**src/rtl/regfile_pkg.sv**
```systemverilog
// Shared CPU register-file definitions: select encoding (0 = none, k = reg k-1)
// and the decode helpers used by the write decode and both read ports.
package regfile_pkg;

  localparam int SEL_NONE = 0;

  // A select code is in range when it names a real register: 1..num_regs.
  function automatic logic sel_in_range(input int sel, input int num_regs);
    return (sel >= 1) && (sel <= num_regs);
  endfunction

  function automatic int sel_to_idx(input int sel);
    return sel - 1;
  endfunction

endpackage

```
**src/rtl/regfile_read_port.sv**
```systemverilog
// One registered read port: captures the select, 1-cycle latency, write bypass.
// stall holds the outputs, but a write to the captured register still refreshes rd_data.
module regfile_read_port
  import regfile_pkg::*;
#(
  parameter int DATA_W   = 16,
  parameter int NUM_REGS = 16,
  parameter int SEL_W    = $clog2(NUM_REGS + 1)
) (
  input  logic              clk,
  input  logic              reset,
  input  logic              stall,
  input  logic [SEL_W-1:0]  rd_sel,
  input  logic [DATA_W-1:0] reg_val,
  input  logic              wr_vld,
  input  logic [SEL_W-1:0]  wr_sel,
  input  logic [DATA_W-1:0] wr_data,
  output logic [DATA_W-1:0] rd_data,
  output logic              rd_valid,
  output logic              rd_err
);

  logic [SEL_W-1:0] cap;
  logic             sel_ok;
  logic             sel_none;
  logic             byp_hit;
  logic             hold_hit;

  assign sel_ok   = sel_in_range(32'(rd_sel), NUM_REGS);
  assign sel_none = (rd_sel == SEL_W'(SEL_NONE));
  assign byp_hit  = wr_vld && (wr_sel == rd_sel);
  // wr_vld already implies an in-range wr_sel, so a match also implies cap is in range.
  assign hold_hit = wr_vld && (cap != SEL_W'(SEL_NONE)) && (wr_sel == cap);

  // Read-select errors only count when the select is actually being sampled.
  assign rd_err = !stall && !sel_none && !sel_ok;

  always_ff @(posedge clk or posedge reset) begin
    if (reset) begin
      cap      <= '0;
      rd_data  <= '0;
      rd_valid <= 1'b0;
    end else if (!stall) begin
      cap      <= rd_sel;
      rd_valid <= sel_ok;
      if (!sel_ok)
        rd_data <= '0;
      else if (byp_hit)
        rd_data <= wr_data;
      else
        rd_data <= reg_val;
    end else if (hold_hit) begin
      rd_data <= wr_data;
    end
  end

endmodule

```
**src/rtl/regfile_read_pipe.sv**
```systemverilog
// NUM_REGS x DATA_W register file, one write port, two registered read ports (latency 1).
// stall freezes both read ports; writes always proceed and keep held operands coherent.
module regfile_read_pipe
  import regfile_pkg::*;
#(
  parameter int DATA_W   = 16,
  parameter int NUM_REGS = 16,
  parameter int SEL_W    = $clog2(NUM_REGS + 1)
) (
  input  logic              clk,
  input  logic              reset,
  input  logic              stall,
  input  logic              wr_en,
  input  logic [SEL_W-1:0]  wr_sel,
  input  logic [DATA_W-1:0] wr_data,
  input  logic [SEL_W-1:0]  rda_sel,
  input  logic [SEL_W-1:0]  rdb_sel,
  output logic [DATA_W-1:0] rda_data,
  output logic [DATA_W-1:0] rdb_data,
  output logic              rda_valid,
  output logic              rdb_valid,
  output logic              sel_err
);

  logic [DATA_W-1:0] regs [NUM_REGS];
  logic [DATA_W-1:0] rda_reg;
  logic [DATA_W-1:0] rdb_reg;
  logic              wr_vld;
  logic              wr_err;
  logic              rda_err;
  logic              rdb_err;

  assign wr_vld = wr_en && sel_in_range(32'(wr_sel), NUM_REGS);
  assign wr_err = wr_en && (wr_sel != SEL_W'(SEL_NONE)) && !wr_vld;

  always_ff @(posedge clk or posedge reset) begin
    if (reset) begin
      for (int i = 0; i < NUM_REGS; i++)
        regs[i] <= '0;
    end else if (wr_vld) begin
      for (int i = 0; i < NUM_REGS; i++)
        if (i == sel_to_idx(32'(wr_sel)))
          regs[i] <= wr_data;
    end
  end

  // Pre-write array values; out-of-range and "none" codes fall through to zero.
  always_comb begin
    rda_reg = '0;
    rdb_reg = '0;
    for (int i = 0; i < NUM_REGS; i++) begin
      if (32'(rda_sel) == 32'(i + 1))
        rda_reg = regs[i];
      if (32'(rdb_sel) == 32'(i + 1))
        rdb_reg = regs[i];
    end
  end

  regfile_read_port #(
    .DATA_W  (DATA_W),
    .NUM_REGS(NUM_REGS),
    .SEL_W   (SEL_W)
  ) u_port_a (
    .clk     (clk),
    .reset   (reset),
    .stall   (stall),
    .rd_sel  (rda_sel),
    .reg_val (rda_reg),
    .wr_vld  (wr_vld),
    .wr_sel  (wr_sel),
    .wr_data (wr_data),
    .rd_data (rda_data),
    .rd_valid(rda_valid),
    .rd_err  (rda_err)
  );

  regfile_read_port #(
    .DATA_W  (DATA_W),
    .NUM_REGS(NUM_REGS),
    .SEL_W   (SEL_W)
  ) u_port_b (
    .clk     (clk),
    .reset   (reset),
    .stall   (stall),
    .rd_sel  (rdb_sel),
    .reg_val (rdb_reg),
    .wr_vld  (wr_vld),
    .wr_sel  (wr_sel),
    .wr_data (wr_data),
    .rd_data (rdb_data),
    .rd_valid(rdb_valid),
    .rd_err  (rdb_err)
  );

  always_ff @(posedge clk or posedge reset) begin
    if (reset)
      sel_err <= 1'b0;
    else
      sel_err <= wr_err || rda_err || rdb_err;
  end

endmodule

```
**config.mk**
```make
export PLATFORM = sky130hd
export DESIGN_NAME = regfile_read_pipe
export DESIGN_NICKNAME = d
export VERILOG_FILES = /design/src/rtl/regfile_pkg.sv /design/src/rtl/regfile_read_port.sv /design/src/rtl/regfile_read_pipe.sv
export SDC_FILE = /design/constraint.sdc
export NUM_CORES = 1
export LEC_CHECK = 0
export CAP_MARGIN = 15
export CORE_MARGIN = 10
export CORE_UTILIZATION = 45
export DETAILED_ROUTE_END_ITERATION = 10
export PLACE_DENSITY_LB_ADDON = 0.2
export SLEW_MARGIN = 20
export SYNTH_ARGS = -nofsm -noshare
export SYNTH_HDL_FRONTEND = slang
export SYNTH_HIERARCHICAL = 1
export SYNTH_SLANG_ARGS = --single-unit
```
**constraint.sdc**
```tcl
create_clock -name clk -period 9.8 [get_ports clk]
set_clock_uncertainty 0.2 [all_clocks]
set_input_delay 1.96 -clock clk [delete_from_list [all_inputs] [get_ports clk]]
set_output_delay 1.96 -clock clk [all_outputs]
set_load 0.02 [all_outputs]
```
==> results_dict.tcl <==
set metrics [dict create \
    wire_per_inst_um 30.3 \
    run_status "completed" \
    cts_hold_buf 0 \
    post_cts_buffers 0 \
    drt-total-wl_um 65900 \
    critPathKind "in2reg" \
    rr_worst_depth 6 \
    synth_nets 1660 \
    setup_tns_ps 0 \
    die_area_um2 46500 \
    rows 71 \
    r2r-end "u_port_b/rd_data[5]" \
    vdd_ir_drop_max_uv 123 \
    clkLatencyLatePin_ps 540 \
    drtIter0Drc 2236 \
    fin_area_um2 19400 \
    ff2ff_setup_slack_ps 7120 \
    nNetsFinal 1672 \
    grt_pass1_vias 14400 \
    grt-ovfl-total 0 \
    cts_inserted_buffers 35 \
    cts_tree "done" \
    htree_levels 2 \
    required_ps 10010 \
    fillers 3371 \
    post-route-min-period_ps 5710 \
    core_region_area_um2 37800 \
    numPlacedInstances 2111 \
    clock_path_buffers 3 \
    multiInputGateArea_um2 9020 \
    netlist_instances 1625 \
    first_pass_iters 6 \
    synth-edff-count 0 \
    grt_usage_pct 27.3 \
    final_util_pct 51.4 \
    die_y_um 216 \
    final_antenna_net_count 0 \
    synth_top_flop_cell "dfrtp_1" \
    worstMarginPinSlew_ps 1100 \
    via_per_inst 6.83 \
    startpoint "rda_sel[3]" \
    hold_path_class "reg2reg" \
    area_delta_synth_final_pct 12.7 \
    postPlaceCellArea_um2 18200 \
    arrival_ps 5920 \
    critPathMaxFanout 19 \
    rsz0062_at_grt "no" \
    hpwl_um 45000 \
    drive_gt1_share_pct 25.7 \
    fin_crit_sh_pct 58.2 \
    synth_seq_cells 301 \
    drc 0 \
    num_vias 14900 \
    timing.final.hold_violations 0 \
    synthesis.area_um2 17200 \
    layout_setup_ws_ps 4090 \
    ios 70 \
    r2r-start "u_port_b/cap[1]" \
    leakage_nw 8.19 \
    grt_first_pass_wirelength_um 98100 \
    gp_congestion 0.957 \
    grt_max_degree 109 \
    ctsResizeCount 0 \
    yosysSeqAreaShare_pct 43.7 \
    netlist-cell-type-count 88 \
    clk_pin_slew_worst_paths_ps 60 \
    stdcell_count 2175 \
    maxSlewViolCount 0 \
    maxCapViolations 0 \
    holdPathStages 2 \
    setup_viol 0 \
    end_kind "register" \
    antenna_found_initial 0 \
    place_ws_ps 3670 \
    async_reset_ff_share_pct 100 \
    min_from "u_port_b/rd_valid" \
    critPathLaunchType "input port" \
    slew_headroom_pct 26.8 \
    io_buffers 69 \
    yosys_warnings 6 \
    hold_end "u_port_b/rd_valid" \
    numClockSinks 301 \
    power.density_nw_per_um2 193 \
    avgSynthCellArea_um2 10.6 \
    regArea_um2 7530 \
    dieWidth_um 216 \
    clockRootBuffer "clkbuf_16" \
    initial_core_util_pct 45.6 \
    clock.fmax_mhz 175 \
]
-- worst max path at each step --
stage,end
floorplan,regs[0]
global placement,u_port_a/rd_data[7]
detailed placement,u_port_a/rd_data[7]
CTS,u_port_a/rd_data[7]
global route,u_port_a/rd_data[9]
finish,u_port_a/rd_data[9]
-- logic make-up (layout without fill, tap and decap cells) --
logic type / Yosys count / count (layout) / synth area share [%]
AOI/OAI and AO/OA: 428 / 428 / 18.3
xor gates and xnor gates: 19 / 19 / 0.966
buffers and inverters: 144 / 182 / 3.92
DFF: 301 / 301 / 43.7
muxes: 298 / 298 / 20.0
other: 0 / 1 / 0
and+or+nand+nor: 435 / 435 / 13.1
-- metrics by stage --
step / total power, mW / hold slack (ps)
finish: 3.74 / 294
global route: 3.86 / 330
CTS: 3.73 / 288
detailed placement: 2.33 / 273
global placement: 2.31 / 271
floorplan: 2.06 / 272
-- cells in the final DEF (no fill, tap or decap), drive strengths merged, types with 16 or more instances in the layout --
cell           synthesis  layout
nor2                 125     125
clkbuf                57      47
nand3                 29      29
nor2b                 21      21
o211ai                16      16
o22ai                 38      38
inv                   18      19
nand2                112     112
clkdlybuf4s50          0      62
dfrtp                301     301
mux2                 276     276
nand2b                18      18
a21oi                 63      63
a22oi                 16      16
o221ai                17      17
buf                   68      38
o21ai                 83      83
nor3                  28      28
a221o                 43      43
-- critical path, cell delays in order --
cell and delay (ps):
clkdlybuf4s50_1 1180, nor2b_1 830, buf_4 320, nand3_1 500, o221ai_1 390, a21oi_1 110, a221o_1 300, a221o_1 320
-- layout make-up --
cell class	instances	share of cell area, %
Antenna cell	1	0.0129
Clock buffer	47	5.32
Clock inverter	16	1.04
Inverter	19	0.406
Multi-Input combinational cell	1180	46.5
Sequential cell	301	38.8
Tap cell	511	3.29
Timing Repair Buffer	100	4.65
-- routing by layer --
layer	up-vias	share of wire [%]	GRT usage [%]	wire length, um
li1	6192	-	-	-
met3	199	11	6.57	7280
met4	0	4.0	10.6	2640
met2	1052	44	40.6	28700
met5	-	0	0	0
met1	7418	41	37.6	27300
-- synthesized netlist by cell type (10+ instances only) --
cell type,n,share of area [%]
a221o_1,43,2.5
buf_2,53,1.5
nor3_1,26,0.76
mux2_2,276,18
dfrtp_1,301,44
nand2b_1,18,0.65
o221ai_1,17,0.86
a32oi_1,10,0.51
o21ai_0,82,2.4
nand3_1,29,0.84
clkbuf_1,56,1.2
a211oi_1,10,0.44
mux2i_1,14,0.81
o22ai_1,38,1.4
a22oi_1,16,0.70
nor2b_1,21,0.76
a21oi_1,63,1.8
and3_1,13,0.47
nand2_1,112,2.4
a22o_1,12,0.61
inv_1,18,0.39
o211ai_1,16,0.70
or3_1,15,0.54
nor2_1,123,2.7
xor2_1,11,0.56
-- where the power goes --
part	switching [mW]	internal, mW
clock	0.557	0.850
sequential	0.224	1.47
combinational	0.331	0.314
total	1.11	2.63
-- state kept, by name (all words and copies together) (netlist names) --
signal and flops:
u_port_a/rd_valid 1, u_port_b/rd_data 16, sel_err 1, u_port_b/cap 5, u_port_a/rd_data 16, u_port_b/rd_valid 1
regs 256, u_port_a/cap 5
No activity file was read; power rests on OpenSTA's default activity.
